$ cat src/rtl/ntt_pkg.sv
// Shared constants, mode codes and controller state encoding for the NTT datapath.
// Imported by the round controller and its bus interface.
package ntt_pkg;

    localparam int N2         = 512;
    localparam int PIPE_DEPTH = 5;
    localparam int CNT_MAX    = 63;
    localparam int ROUNDS     = 4;

    localparam int MODE_W = 3;
    localparam int MASK_W = $clog2(N2);
    localparam int CNT_W  = 6;
    localparam int RND_W  = 2;

    localparam logic [MODE_W-1:0] MODE_FWD = 3'd0;
    localparam logic [MODE_W-1:0] MODE_INV = 3'd1;

    typedef enum logic [2:0] {
        S_IDLE  = 3'd0,
        S_CLR   = 3'd1,
        S_LOAD  = 3'd2,
        S_RUN   = 3'd3,
        S_DRAIN = 3'd4,
        S_FIN   = 3'd5
    } state_e;

    function automatic logic mode_legal(input logic [MODE_W-1:0] m);
        return (m == MODE_FWD) || (m == MODE_INV);
    endfunction

endpackage

$ cat src/rtl/ntt_round_ctrl_if.sv
// Host-side bus of the NTT round controller: command, back-pressure, mask source and status.
// The parent drives through master; the controller sits on slave.
interface ntt_round_ctrl_if;
    import ntt_pkg::*;

    logic              start;
    logic [MODE_W-1:0] mode_in;
    logic              stall;
    logic              rnd_valid;
    logic [MASK_W-1:0] rnd_data;
    logic              rnd_ready;
    logic [MODE_W-1:0] mode;
    logic              addr_rst;
    logic              en;
    logic [MASK_W-1:0] zeta_new;
    logic [MASK_W-1:0] zeta_old;
    logic [RND_W-1:0]  round;
    logic [CNT_W-1:0]  cnt;
    logic              busy;
    logic              done;
    logic              err;

    modport master (
        output start, mode_in, stall, rnd_valid, rnd_data,
        input  rnd_ready, mode, addr_rst, en, zeta_new, zeta_old,
               round, cnt, busy, done, err
    );

    modport slave (
        input  start, mode_in, stall, rnd_valid, rnd_data,
        output rnd_ready, mode, addr_rst, en, zeta_new, zeta_old,
               round, cnt, busy, done, err
    );

endinterface

$ cat src/rtl/ntt_round_ctrl.sv
// Layer sequencer for a masked NTT: clears the address unit, fetches one mask per layer,
// steps the butterfly counter under back-pressure, drains the address pipeline, then signals done.
module ntt_round_ctrl #(
    parameter int PIPE_DEPTH = ntt_pkg::PIPE_DEPTH,
    parameter int CNT_MAX    = ntt_pkg::CNT_MAX,
    parameter int ROUNDS     = ntt_pkg::ROUNDS
) (
    input logic             clk,
    input logic             rst,
    ntt_round_ctrl_if.slave bus
);
    import ntt_pkg::*;

    localparam int DRAIN_W = (PIPE_DEPTH > 1) ? $clog2(PIPE_DEPTH) : 1;

    localparam logic [CNT_W-1:0]   CNT_LAST   = CNT_W'(CNT_MAX);
    localparam logic [RND_W-1:0]   ROUND_LAST = RND_W'(ROUNDS - 1);
    localparam logic [DRAIN_W-1:0] DRAIN_LAST = DRAIN_W'(PIPE_DEPTH - 1);

    state_e             state_q, state_d;
    logic [MODE_W-1:0]  mode_q, mode_d;
    logic [RND_W-1:0]   round_q, round_d;
    logic [CNT_W-1:0]   cnt_q, cnt_d;
    logic [MASK_W-1:0]  zn_q, zn_d;
    logic [MASK_W-1:0]  zo_q, zo_d;
    logic [DRAIN_W-1:0] drain_q, drain_d;
    logic               err_d;
    logic               addr_rst_q, rnd_ready_q, busy_q, done_q, err_q;

    // NOTE: every signal written here gets a default first, so no path can leave one
    // unassigned and infer a latch.
    always_comb begin
        state_d = state_q;
        mode_d  = mode_q;
        round_d = round_q;
        cnt_d   = cnt_q;
        zn_d    = zn_q;
        zo_d    = zo_q;
        drain_d = drain_q;
        err_d   = 1'b0;

        case (state_q)
            S_IDLE: begin
                if (bus.start) begin
                    if (mode_legal(bus.mode_in)) begin
                        mode_d  = bus.mode_in;
                        state_d = S_CLR;
                    end else begin
                        err_d = 1'b1;
                    end
                end
            end

            S_CLR: begin
                round_d = '0;
                cnt_d   = '0;
                zn_d    = '0;
                zo_d    = '0;
                state_d = S_LOAD;
            end

            // The last layer has no fresh mask: it only retires the previous one.
            S_LOAD: begin
                if (round_q == ROUND_LAST) begin
                    zo_d    = zn_q;
                    zn_d    = '0;
                    state_d = S_RUN;
                end else if (bus.rnd_valid && rnd_ready_q) begin
                    zo_d    = zn_q;
                    zn_d    = bus.rnd_data;
                    state_d = S_RUN;
                end
            end

            S_RUN: begin
                if (!bus.stall) begin
                    if (cnt_q == CNT_LAST) begin
                        cnt_d = '0;
                        if (round_q == ROUND_LAST) begin
                            drain_d = '0;
                            state_d = S_DRAIN;
                        end else begin
                            round_d = round_q + RND_W'(1);
                            state_d = S_LOAD;
                        end
                    end else begin
                        cnt_d = cnt_q + CNT_W'(1);
                    end
                end
            end

            S_DRAIN: begin
                if (drain_q == DRAIN_LAST) begin
                    state_d = S_FIN;
                end else begin
                    drain_d = drain_q + DRAIN_W'(1);
                end
            end

            S_FIN:   state_d = S_IDLE;
            default: state_d = S_IDLE;
        endcase
    end

    // Status strobes are registered from the next state so they line up with the state they describe.
    // NOTE: sequential state uses non-blocking assignments only, so every register samples
    // pre-edge values regardless of statement order.
    always_ff @(posedge clk or negedge rst) begin
        if (!rst) begin
            state_q     <= S_IDLE;
            mode_q      <= '0;
            round_q     <= '0;
            cnt_q       <= '0;
            zn_q        <= '0;
            zo_q        <= '0;
            drain_q     <= '0;
            addr_rst_q  <= 1'b0;
            rnd_ready_q <= 1'b0;
            busy_q      <= 1'b0;
            done_q      <= 1'b0;
            err_q       <= 1'b0;
        end else begin
            state_q     <= state_d;
            mode_q      <= mode_d;
            round_q     <= round_d;
            cnt_q       <= cnt_d;
            zn_q        <= zn_d;
            zo_q        <= zo_d;
            drain_q     <= drain_d;
            addr_rst_q  <= (state_d == S_CLR);
            rnd_ready_q <= (state_d == S_LOAD) && (round_d != ROUND_LAST);
            busy_q      <= (state_d != S_IDLE);
            done_q      <= (state_d == S_FIN);
            err_q       <= err_d;
        end
    end

    // en is the only combinational output: the address unit must freeze in the same cycle as stall.
    assign bus.en        = (state_q == S_RUN) && !bus.stall;
    assign bus.rnd_ready = rnd_ready_q;
    assign bus.mode      = mode_q;
    assign bus.addr_rst  = addr_rst_q;
    assign bus.zeta_new  = zn_q;
    assign bus.zeta_old  = zo_q;
    assign bus.round     = round_q;
    assign bus.cnt       = cnt_q;
    assign bus.busy      = busy_q;
    assign bus.done      = done_q;
    assign bus.err       = err_q;

endmodule
$ cat src/flat_wrapper.sv
// flat-port wrapper written by rule: the top's interface ports become plain ports
module ntt_round_ctrl_flat import ntt_pkg::*;
#(
    parameter int PIPE_DEPTH = ntt_pkg::PIPE_DEPTH,
    parameter int CNT_MAX    = ntt_pkg::CNT_MAX,
    parameter int ROUNDS     = ntt_pkg::ROUNDS
)
  (clk, rst, bus_start, bus_mode_in, bus_stall, bus_rnd_valid, bus_rnd_data, bus_rnd_ready, bus_mode, bus_addr_rst, bus_en, bus_zeta_new, bus_zeta_old, bus_round, bus_cnt, bus_busy, bus_done, bus_err);
  ntt_round_ctrl_if bus_i ();
  input logic clk;
  input logic rst;
  input wire logic [$bits(bus_i.start)-1:0] bus_start;
  input wire logic [$bits(bus_i.mode_in)-1:0] bus_mode_in;
  input wire logic [$bits(bus_i.stall)-1:0] bus_stall;
  input wire logic [$bits(bus_i.rnd_valid)-1:0] bus_rnd_valid;
  input wire logic [$bits(bus_i.rnd_data)-1:0] bus_rnd_data;
  output wire logic [$bits(bus_i.rnd_ready)-1:0] bus_rnd_ready;
  output wire logic [$bits(bus_i.mode)-1:0] bus_mode;
  output wire logic [$bits(bus_i.addr_rst)-1:0] bus_addr_rst;
  output wire logic [$bits(bus_i.en)-1:0] bus_en;
  output wire logic [$bits(bus_i.zeta_new)-1:0] bus_zeta_new;
  output wire logic [$bits(bus_i.zeta_old)-1:0] bus_zeta_old;
  output wire logic [$bits(bus_i.round)-1:0] bus_round;
  output wire logic [$bits(bus_i.cnt)-1:0] bus_cnt;
  output wire logic [$bits(bus_i.busy)-1:0] bus_busy;
  output wire logic [$bits(bus_i.done)-1:0] bus_done;
  output wire logic [$bits(bus_i.err)-1:0] bus_err;
  assign bus_i.start = bus_start;
  assign bus_i.mode_in = bus_mode_in;
  assign bus_i.stall = bus_stall;
  assign bus_i.rnd_valid = bus_rnd_valid;
  assign bus_i.rnd_data = bus_rnd_data;
  assign bus_rnd_ready = bus_i.rnd_ready;
  assign bus_mode = bus_i.mode;
  assign bus_addr_rst = bus_i.addr_rst;
  assign bus_en = bus_i.en;
  assign bus_zeta_new = bus_i.zeta_new;
  assign bus_zeta_old = bus_i.zeta_old;
  assign bus_round = bus_i.round;
  assign bus_cnt = bus_i.cnt;
  assign bus_busy = bus_i.busy;
  assign bus_done = bus_i.done;
  assign bus_err = bus_i.err;
  ntt_round_ctrl #(.PIPE_DEPTH(PIPE_DEPTH), .CNT_MAX(CNT_MAX), .ROUNDS(ROUNDS)) u_core (.clk(clk), .rst(rst), .bus(bus_i));
endmodule
$ cat config.mk
export PLATFORM = sky130hd
export DESIGN_NAME = ntt_round_ctrl_flat
export DESIGN_NICKNAME = d
export VERILOG_FILES = /design/src/rtl/ntt_pkg.sv /design/src/rtl/ntt_round_ctrl_if.sv /design/src/rtl/ntt_round_ctrl.sv /design/src/flat_wrapper.sv
export SDC_FILE = /design/constraint.sdc
export NUM_CORES = 1
export LEC_CHECK = 0
export CORE_MARGIN = 2
export CORE_UTILIZATION = 42
export DETAILED_ROUTE_END_ITERATION = 8
export PLACE_DENSITY = 0.82
export SLEW_MARGIN = 10
export SYNTH_ARGS = -nofsm -noshare
export SYNTH_HDL_FRONTEND = slang
export SYNTH_SLANG_ARGS = --single-unit
$ cat constraint.sdc
create_clock -name clk -period 1.7 [get_ports clk]
set_input_delay 0.17 -clock clk [delete_from_list [all_inputs] [get_ports clk]]
set_output_delay 0.17 -clock clk [all_outputs]
set_load 0.01 [all_outputs]
* Yosys cells after proc, flatten, opt, wreduce, memory -nomap -nowiden
Index checks and enable logic that the tools add are counted.
** Cells by class
- Add/sub/neg operators :: 3
- Eq/ne operators :: 17
- Multiplexer cells :: 30
- Reductions and logical operators :: 15
** Operator list (count)
- $mux 3 :: 12
- $mux 9 :: 4
- $pmux 9 s2 :: 2
- $pmux 3 s5 :: 1
- $mux 6 :: 2
- $pmux 6 s2 :: 1
- $eq 3x1->1 const B :: 3
- $eq 3x2->1 const B :: 3
- $eq 3x3->1 const B :: 3
- $add 6x1->6 const B :: 1
- $eq 6x6->1 const B :: 1
- $logic_not 3->1 :: 2
- $mux 2 :: 3
- $ne 2x2->1 const B :: 3
- $pmux 3 s2 :: 1
- $reduce_bool 2->1 :: 3
- $reduce_and 5->1 :: 1
- $ne 2x1->1 const B :: 2
- $pmux 2 s2 :: 1
- $reduce_and 2->1 :: 2
- $add 3x1->3 const B :: 1
- $logic_and 1x1->1 :: 3
- $mux 1 :: 3
- $ne 3x1->1 const B :: 1
- 6 further kinds :: 6
** Storage, ports and cells
- Bits in registers :: 40
- Input port bits :: 17
- Logic and storage cells :: 77

* Logic depth before layout (Yosys ltp)
Gate-level depths: netlist (run 1).
- Depth after elaboration :: 7
- Depth in mapped cells :: 6

* Worst setup path after synthesis (run 1)
OpenSTA, ideal clock, no wires.
- Path type :: reg2reg
- Start :: register u_core.cnt_q[0], in the netlist u_core.bus.cnt[0]
- End :: register u_core.busy_q, in the netlist u_core.bus.busy
- Data arrival time :: 1.816 ns
- Required time :: 1.568 ns
- Path slack :: -0.247 ns
- Stages on the path, launching flop included :: 6
- Period minus slack after synthesis :: 1.947 ns
- Cell sequence :: dfrtp_1 ha_1 nand3_2 or3_4 a2111o_1 or3b_1
** On the way
- Longest elaborated chain between the ends :: 5
** Ends and longest elaborated chain
- start, declared :: RTL line ntt_round_ctrl.sv:23 : logic [CNT_W-1:0] cnt_q, cnt_d;
- start signal, assigned :: RTL line ntt_round_ctrl.sv:126 : cnt_q <= cnt_d;
- $eq 6x6->1 :: RTL line ntt_round_ctrl.sv:77 : if (cnt_q == CNT_LAST) begin
- $mux 3 :: RTL line ntt_round_ctrl.sv:77
- $mux 3 :: RTL line ntt_round_ctrl.sv:76 : if (!bus.stall) begin
- $pmux 3 s5 :: RTL line ntt_round_ctrl.sv:42 : case (state_q)
- via u_core.state_d[0] :: RTL line ntt_round_ctrl.sv:20 : state_e state_q, state_d;
- $reduce_bool 3->1 :: RTL line ntt_round_ctrl.sv:132 : busy_q <= (state_d != S_IDLE);
- end signal, assigned :: RTL line ntt_round_ctrl.sv:132
- end, declared :: RTL line ntt_round_ctrl.sv:28 : logic addr_rst_q, rnd_ready_q, busy_q, done_q, err_q;
The timed path passes the listed nets, and every way through them passes these cells.
A chain may end at the register's enable or synchronous reset.

* Worst setup path in the final report (run 1)
Ends and elaborated chain as after synthesis.

==> flow_summary.ini, run 1 <==
[outcome]
status = complete, but fails checks
violations = setup timing

[global_routing]
gr-usage-met1_pct = 24.10
antenna_found_initial = 0
overflow = 0
grt_pass1_vias = 1513
use_met3_pct = 3.924
grt_max_degree = 41
grtUsageMet2_pct = 30.88
grt_pass1_wl_um = 7238
top_usage_layer = met2
track_usage_pct = 18.87

[detailed_routing]
drtPass1Iterations = 4
vias_per_cell = 5.139
wl_um = 4262
drc = 0
vias = 1521
wl_per_cell_um = 14.40
postRouteAntennaNets = 0
first_iter_violations = 44

[worst_hold_path]
holdCritPathClass = in2reg
worstHoldPathCells = 3
hp-start = bus_mode_in[0]
holdPathEnd = u_core.bus.mode[0]

[pwr]
p_int_mw = 2.454
switching_share_pct = 31.17
power.switching_mw = 1.111
power_frac_seq_pct = 38.6
comb_power_share_pct = 39.8
pwr-share-clk_pct = 21.6
p_leak_nw = 1.215
vdd_drop_max_v = 0.0008136
p_per_area_mw_per_mm2 = 1331

[run]
maxCapViolations = 0

[logic_synthesis]
yosysWarnings = 0
synth.top_cell.area_share_pct = 55.71
synth_area_leaders = dfrtp_1, mux2i_1, a22o_1
synthXorXnorAreaFrac_pct = 1.462
synthAdderAreaFrac_pct = 2.089
synth_fp_nets = 186
synth_area_per_cell_um2 = 10.82
yosysTopAreaCell = dfrtp_1
synth_compound_area_share_pct = 12.95
synth_area_mm2 = 0.001797
synth_ff_type = dfrtp_1
synth_simple_gate_area_share_pct = 17.20
ys_ff_latch = 40
async_reset_ff_share_pct = 100.0
synth_edf_count = 0
yosysUniqueCellTypes = 45
synth_mux_area_share_pct = 5.014
ys_seq_area_share_pct = 55.71
synth_top_family_by_area = simple AND/OR/NAND/NOR gates
synth_cells = 166

[critical_path]
arrival_ps = 2050
cp-end-kind = register
crit_fanout = 3
worst-r2r-cell-count = 5
startpoint_type = register
cp_slowest_cell = a2111o_1
rr_endpoint = u_core.bus.busy
required_ps = 1870
worstSetupPathType = reg2reg
regToRegSetupSlack_ps = -180
crit_chain = ha_2, nand3_2, or3_4, a2111o_1, or3b_1
worst_path_largest_cell_delay_ps = 410
reg2reg_from = u_core.bus.cnt[0]

[clocking]
clock_path_buffers = 2
numCtsBuffers = 5
clk_latency_ps = 290
path_clk_slew_ps = 80
clockRootBuffer = clkbuf_8
h-tree-depth = 2
cts_sinks = 40
cts_tree = built

[finish]
most-common-layout-cells = clkdlybuf4s50_1, dfrtp_1, buf_4
syn_to_final_growth_pct = 49.09
fillers = 318
stdcell_count = 296
nets = 265
num_antenna_cells = 0
drive_gt1_share_pct = 21.14
fin_util_pct = 66.02
layout_commonest_cell = clkdlybuf4s50_1

[sta]
setup_slack_ps = -183.7
maxSlewHeadroom_pct = 66.77
rsz0062_at_grt = true
fin_skew_ps = 6.128
worst_pin_slew_ps = 498.4
hold_viol_final = 0
hold_slack_ps = 406.7
max_freq_mhz = 530.9
final-setup-viol-count = 5
maxSlewViolCount = 0
fin_crit_ps = 1884
min_period_over_period_pct = 110.8

[placement]
dp_cells = 283
gp_congestion = 0.8383
portBuffers = 51
hpwlAfterDp_um = 3077
place_ws_ps = -256.0

[die]
dieArea_mm2 = 0.004817
core_area_mm2 = 0.004058
io_pins = 52
die_width_um = 69.41
row_count = 23
die_y_um = 69.41
initial_core_util_pct = 44.28
-- kinds of logic after synthesis --
logic type               after synthesis
AO/OA/AOI/OAI                         31
XOR/XNOR                               3
adder cells (fa/ha/maj)                3
buffers and inverters                 22
flip-flops                            40
multiplexers                           9
AND/OR/NAND/NOR                       58
-- metal layers --
layer	wire, µm	up-vias
li1	-	734
met1	1758	729
met2	2165	47
met3	223	11
met4	114	0
met5	0	-
-- critical path: cells and delay by family (launching register included) --
kind                     cells  cell delay [ps]
AO/OA/AOI/OAI                1              410
adder cells (fa/ha/maj)      1              190
flip-flops                   1              350
AND/OR/NAND/NOR              3              820
-- Yosys cell counts, drive strengths merged (3+ instances only) --
| library cell | count |
|---|---|
| a21oi | 6 |
| a22o | 9 |
| and2 | 3 |
| buf | 4 |
| dfrtp | 40 |
| ha | 3 |
| inv | 15 |
| mux2i | 9 |
| nand2 | 21 |
| nand3 | 4 |
| nand4 | 3 |
| nor2 | 10 |
| o21ai | 5 |
| xor2 | 3 |
-- stage by stage --
step                total power [mW]  area [µm²]  setup TNS (ps)
finish                         3.565        2679          -310.1
CTS                            3.573        2643          -322.2
floorplan                      1.944        1797          -305.8
detailed placement             2.788        2504           -2014
global route                   3.784        2679          -764.6
global placement               2.748        2504           -1606
-- how the worst max path moves through the flow --
stage                      startpoint               to  slack, ps  depth (start not counted)
finish              u_core.bus.cnt[0]  u_core.bus.busy       -180                          5
floorplan           u_core.bus.cnt[0]  u_core.bus.busy       -250                          5
global route        u_core.bus.cnt[0]  u_core.bus.busy       -240                          5
global placement            bus_stall  u_core.bus.busy       -220                          4
detailed placement          bus_stall  u_core.bus.busy       -260                          4
CTS                 u_core.bus.cnt[0]  u_core.bus.busy       -190                          5
-- cell type report --
class / count / area (µm²) / share of cell area [%]
Clock buffer: 5 / 68.82 / 2.569
Clock inverter: 3 / 42.54 / 1.588
Inverter: 16 / 62.56 / 2.335
Multi-Input combinational cell: 104 / 718.2 / 26.81
Sequential cell: 40 / 1001 / 37.37
Tap cell: 50 / 62.56 / 2.335
Timing Repair Buffer: 78 / 723.2 / 27.00
-- timing repair --
item / in CTS / in global routing
setup buffers: 1 / 2
gates resized for setup: 4 / 10
cloned: 0 / 1
hold buffers: 1 / 0
endpoints found under the setup margin: 15 / 14
endpoints found under the hold margin: 40 / 0
-- flip-flops by register name (all words and copies together) (netlist names) --
name and cells:
u_core.bus.addr_rst 1, u_core.bus.busy 1, u_core.bus.cnt 6, u_core.bus.done 1
u_core.bus.err 1, u_core.bus.mode 3, u_core.bus.rnd_ready 1, u_core.bus.round 2
u_core.bus.zeta_new 9, u_core.bus.zeta_old 9, u_core.drain_q 3, u_core.state_q 3
-- power by group through the flow --
stage / clock (mW) / sequential [mW] / combinational, mW
after CTS: 0.791 / 1.38 / 1.40
after global routing: 0.828 / 1.42 / 1.54
after floorplan: 0 / 1.51 / 0.434
after global placement: 0 / 1.39 / 1.36
final: 0.769 / 1.38 / 1.42
after detailed placement: 0 / 1.39 / 1.40
(Power assumes the default switching activity.)
==> run 2: changes to the inputs <==
- CORE_UTILIZATION: 42 -> 36
- CTS_BUF_LIST: default -> sky130_fd_sc_hd__clkbuf_8 sky130_fd_sc_hd__clkbuf_16
- CTS_CLUSTER_SIZE: default -> 16
- PLACE_DENSITY: 0.82 -> 0.73
==> run 2 against run 1 <==
Effect of this change: flip-flop and latch count is the same; critical path depth is the same; largest power group unchanged; hold slack lost 6.9 ps; cell count grew 7.1%; critical endpoint unchanged; count of clock-buffer cells in the layout unchanged; core utilization fell by 7.3 points; non-clock buffer count rose by 4; die area increased by 16%; the flow still finishes with violations (setup timing).
==> flow_summary.ini, run 2 (synthesis results as in run 1) <==
[critical_path]
worstSetupPathType = reg2reg
rr_endpoint = u_core.bus.busy
worst_path_largest_cell_delay_ps = 420
crit_fanout = 3
crit_chain = ha_2, nand3_2, or3_4, a2111o_1, or3b_1
cp_slowest_cell = a2111o_1
cp-end-kind = register
arrival_ps = 2100
worst-r2r-cell-count = 5
startpoint_type = register
regToRegSetupSlack_ps = -220
required_ps = 1880
reg2reg_from = u_core.bus.cnt[0]

[finish]
syn_to_final_growth_pct = 55.43
stdcell_count = 317
drive_gt1_share_pct = 22.80
num_antenna_cells = 0
fin_util_pct = 58.74
stdcell_area_mm2 = 0.002793
fillers = 411
nets = 269
most-common-layout-cells = clkdlybuf4s50_1, dfrtp_1, buf_4
layout_commonest_cell = clkdlybuf4s50_1

[outcome]
status = complete, but fails checks
violations = setup timing

[placement]
placed_area_mm2 = 0.002560
gp_congestion = 0.8481
portBuffers = 51
hpwlAfterDp_um = 2916
dp_cells = 303
place_ws_ps = -210.2

[run]
maxCapViolations = 0

[sta]
setup_slack_ps = -219.2
final-setup-viol-count = 6
fin_crit_ps = 1919
maxSlewViolCount = 0
rsz0062_at_grt = true
fin_skew_ps = 5.553
hold_slack_ps = 399.8
max_freq_mhz = 521.1
hold_viol_final = 0
worst_pin_slew_ps = 505.5
min_period_over_period_pct = 112.9
maxSlewHeadroom_pct = 66.30
tns_ps = -601.6

[pwr]
total_power_mw = 3.661
comb_power_share_pct = 40.9
switching_share_pct = 31.29
power.switching_mw = 1.146
vdd_drop_max_v = 0.0006886
pwr-share-clk_pct = 21.6
p_int_mw = 2.516
power_frac_seq_pct = 37.4
p_leak_nw = 1.245
p_per_area_mw_per_mm2 = 1311

[die]
core_area_mm2 = 0.004755
io_pins = 52
die_width_um = 74.65
initial_core_util_pct = 37.79
dieArea_mm2 = 0.005572
row_count = 25
die_y_um = 74.65

[global_routing]
overflow = 0
grt_pass1_wl_um = 6727
grt_max_degree = 41
grt_pass1_vias = 1438
track_usage_pct = 16.16
antenna_found_initial = 0

[detailed_routing]
postRouteAntennaNets = 0
vias = 1546
wl_um = 4208
drc = 0
first_iter_violations = 101
drtPass1Iterations = 4
vias_per_cell = 4.877
wl_per_cell_um = 13.27

[clocking]
clock_path_buffers = 2
numCtsBuffers = 5
clk_latency_ps = 300
path_clk_slew_ps = 80
h-tree-depth = 2
clockRootBuffer = clkbuf_8
cts_sinks = 40
cts_tree = built

[worst_hold_path]
holdCritPathClass = in2reg
hp-start = bus_mode_in[0]
worstHoldPathCells = 3
holdPathEnd = u_core.bus.mode[0]
[run 2: worst max path at each step]
stage / from / to / cells after the start
global placement: bus_stall / u_core.bus.busy / 4
detailed placement: u_core.bus.cnt[0] / u_core.bus.busy / 5
floorplan: u_core.bus.cnt[0] / u_core.bus.busy / 5
CTS: u_core.bus.cnt[0] / u_core.bus.busy / 5
global route: u_core.bus.cnt[1] / u_core.bus.busy / 5
finish: u_core.bus.cnt[0] / u_core.bus.busy / 5
[run 2: worst max-delay path, delay by kind of cell, from the launching register on]
family                   cells  cell delay, ps
AND/OR/NAND/NOR              3             830
AO/OA/AOI/OAI                1             420
flip-flops                   1             360
adder cells (fa/ha/maj)      1             190
[run 2: metal layers]
layer	share of wire (%)	vias to the layer above	GRT usage [%]
li1	-	738	-
met1	44	756	22.21
met2	50	43	25.07
met3	4.5	9	3.882
met4	1.9	0	5.952
met5	0	-	0
[run 2: area by class of cell]
cell class / instances / area [µm²] / share of cell area (%)
clock buffers: 5 / 68.82 / 2.464
clock inverters: 3 / 46.29 / 1.658
inverters: 16 / 61.31 / 2.195
multi-input cells: 104 / 758.2 / 27.15
flip-flops and latches: 40 / 1001 / 35.84
well taps: 67 / 83.83 / 3.002
repair buffers: 82 / 773.2 / 27.69
[run 2: power by group through the flow]
stage          logic, mW  clock network, mW  registers (mW)
6_report            1.50              0.791            1.37
4_1_cts             1.46              0.807            1.37
3_5_place_dp        1.42                  0            1.39
5_1_grt             1.64              0.854            1.40
3_3_place_gp        1.41                  0            1.38
2_1_floorplan      0.434                  0            1.51
[run 2: what timing repair did]
item	4_1_cts	5_1_grt
setup buffers	3	3
gates cloned	0	0
endpoints found under the setup margin	12	23
pin swaps	1	4
resized for setup	5	13
endpoints found under the hold margin	40	0
hold buffers	1	0
==> edit (config.mk and constraints of run 1) <==
The package constant `RND_W` goes from 2 to 4.
--- a/src/rtl/ntt_pkg.sv
+++ b/src/rtl/ntt_pkg.sv
@@ -10,7 +10,7 @@
     localparam int MODE_W = 3;
     localparam int MASK_W = $clog2(N2);
     localparam int CNT_W  = 6;
-    localparam int RND_W  = 2;
+    localparam int RND_W  = 4;
 
     localparam logic [MODE_W-1:0] MODE_FWD = 3'd0;
     localparam logic [MODE_W-1:0] MODE_INV = 3'd1;
Interface: changed (resized bus_round); port bits go from 52 to 54. No check against the original RTL was run, so the function may have changed too.
==> edit against run 1 <==
The run still ends with negative setup slack left. Sequential cell count up 2. Clock skew up 0.010 ns. Utilization up 3.6 points. Design area up 23%. Die area up 13%. Count of clock-buffer cells in the layout unchanged. Routed wire length up 44%. Worst setup slack worse by 0.063 ns. Maximum frequency down 3.2%. Combinational power down 13%. Synthesized area up 14%. Total power down 9.2%. Critical endpoint is now u_core.bus.zeta_old[5].
==> edit: results (changes against run 1) <==
metric,value,unit,change
outcome,"complete, but fails checks",,
violated checks,negative setup slack,,
highest net fanout along the worst path,5,,+2
Worst-Skew Late Latency,0.31,ns,+0.02 ns
most instantiated cells after synthesis,"sky130_fd_sc_hd__nand2_1, sky130_fd_sc_hd__dfrtp_1, sky130_fd_sc_hd__nor2_1",,
WL met2,3.15,mm,+45%
met2 Track Usage GR,0.361,,+0.0524
Static Leak,1.49,nW,+23%
detailed placement HPWL,3.61,mm,+17%
final setup skew,0.0166,ns,+0.0104 ns
portion of netlist area occupied by mux cells,0.0104,,-0.0397
average wire per cell in the routed design,16.3,um,+13%
number of distinct library cells after synthesis,47,,+4.4%
net count of the mapped netlist,222,,+19%
Reg2Reg Depth,7,,+2
stage delay of the slowest cell on the critical path,0.43,ns,+0.02 ns
proportion of layout cells with a drive suffix above 1,0.367,,+0.156
"share of synthesized cell area in full adder, half adder and majority cells",0.0244,,+0.00356
Port Buffer Count,53,,+3.9%
cell types with the largest area share after synthesis,"sky130_fd_sc_hd__dfrtp_1, sky130_fd_sc_hd__nand2_1, sky130_fd_sc_hd__o21ai_2, sky130_fd_sc_hd__ha_1, sky130_fd_sc_hd__nor2_1",,
pre-CTS setup slack,-0.225,ns,+0.0309 ns
deepest level of the CTS H-tree,2,,unchanged
drt first-iter violations,154,,+250%
area fraction in compound gates after synthesis,0.146,,+0.0166
capture point of the critical path,u_core.bus.zeta_old[5],,
vias in the first global route,1919,,+27%
Final nets,328,,+24%
setup violation total in the final timing report,26,,+21
worst path setup slack after routing,-0.246,ns,-0.0626 ns
GRT Resource Usage Total,0.224,,+0.0358
area of all sequential standard cells,1050,um^2,+5.1%
number of gates resized after cts,29,,+25
maximum number of pins on one net before global-route repair,43,,+4.9%
Post-Synthesis Cells,201,,+21%
length of routed met3 wiring,296,um,+33%
Plain + repair buffers,105,,+35%
fraction of met1 tracks used by global routing,0.283,,+0.0421
category of the most critical setup path,reg2reg,,
vias per cell,5.17,,+0.57%
signal buffers share of area,0.289,,+0.0186
Placed Instance Area,2890,um^2,+15%
number of fill cells in the layout,328,,+3.1%
Post-Synthesis Mean Instance Area,10.2,um^2,-5.9%
fraction of the yosys area taken by sequential cells,0.513,,-0.0437
#MultiIn Comb,144,,+38%
proportion of cell area occupied by multi-input gates,0.327,,+0.0593
count of non-filler cells in the finished layout,375,,+27%
worst reg2reg path startpoint,u_core.bus.round[1],,
Least-Margin Pin Slew,0.602,ns,+0.104 ns
Non-clock inverters,9,,-7
routed length on met1,2.55,mm,+45%
xor/xnor share of the synthesized area,0.0171,,+0.00249
placed cell count,352,,+24%
CP Data Arrival Time,2.18,ns,+0.13 ns
critical path's slowest cell,sky130_fd_sc_hd__or3b_4,,
flip-flop and latch count,42,,+5.0%
edit: cell count changes after synthesis, moves of 3 or more:
| cell | run 1 | this run |
|---|---|---|
| sky130_fd_sc_hd__nor4_2 | 0 | 3 |
| sky130_fd_sc_hd__nand2_1 | 21 | 50 |
| sky130_fd_sc_hd__inv_1 | 15 | 8 |
| sky130_fd_sc_hd__a21oi_1 | 5 | 2 |
| sky130_fd_sc_hd__nor2_1 | 9 | 13 |
| sky130_fd_sc_hd__mux2i_1 | 9 | 1 |
| sky130_fd_sc_hd__a22o_1 | 9 | 1 |
| sky130_fd_sc_hd__o21ai_2 | 0 | 9 |
| sky130_fd_sc_hd__o21ai_1 | 0 | 9 |
edit: critical path: cells and delay by family (launching register included):
kind / cells / cell delay [ns]
AND/OR/NAND/NOR: 2 / 0.49
buffers and inverters: 2 / 0.36
adder cells (fa/ha/maj): 1 / 0.15
flip-flops: 1 / 0.40
AO/OA/AOI/OAI: 2 / 0.48
edit: through the flow:
step | hold slack [ns] | TNS [ns] | total power [mW]
after detailed placement | 0.271 | -3.73 | 2.44
after floorplan | -0.126 | -4.01 | 1.79
after CTS | 0.398 | -2.62 | 3.17
after global placement | 0.263 | -2.61 | 2.39
after global routing | 0.420 | -6.40 | 3.40
final | 0.401 | -4.64 | 3.24
edit: power by group through the flow:
stage	sequential [mW]	combinational, mW	clock (mW)
after floorplan	1.42	0.374	0
after global placement	1.32	1.07	0
after detailed placement	1.33	1.11	0
after CTS	1.32	1.17	0.676
after global routing	1.35	1.32	0.732
final	1.33	1.23	0.679
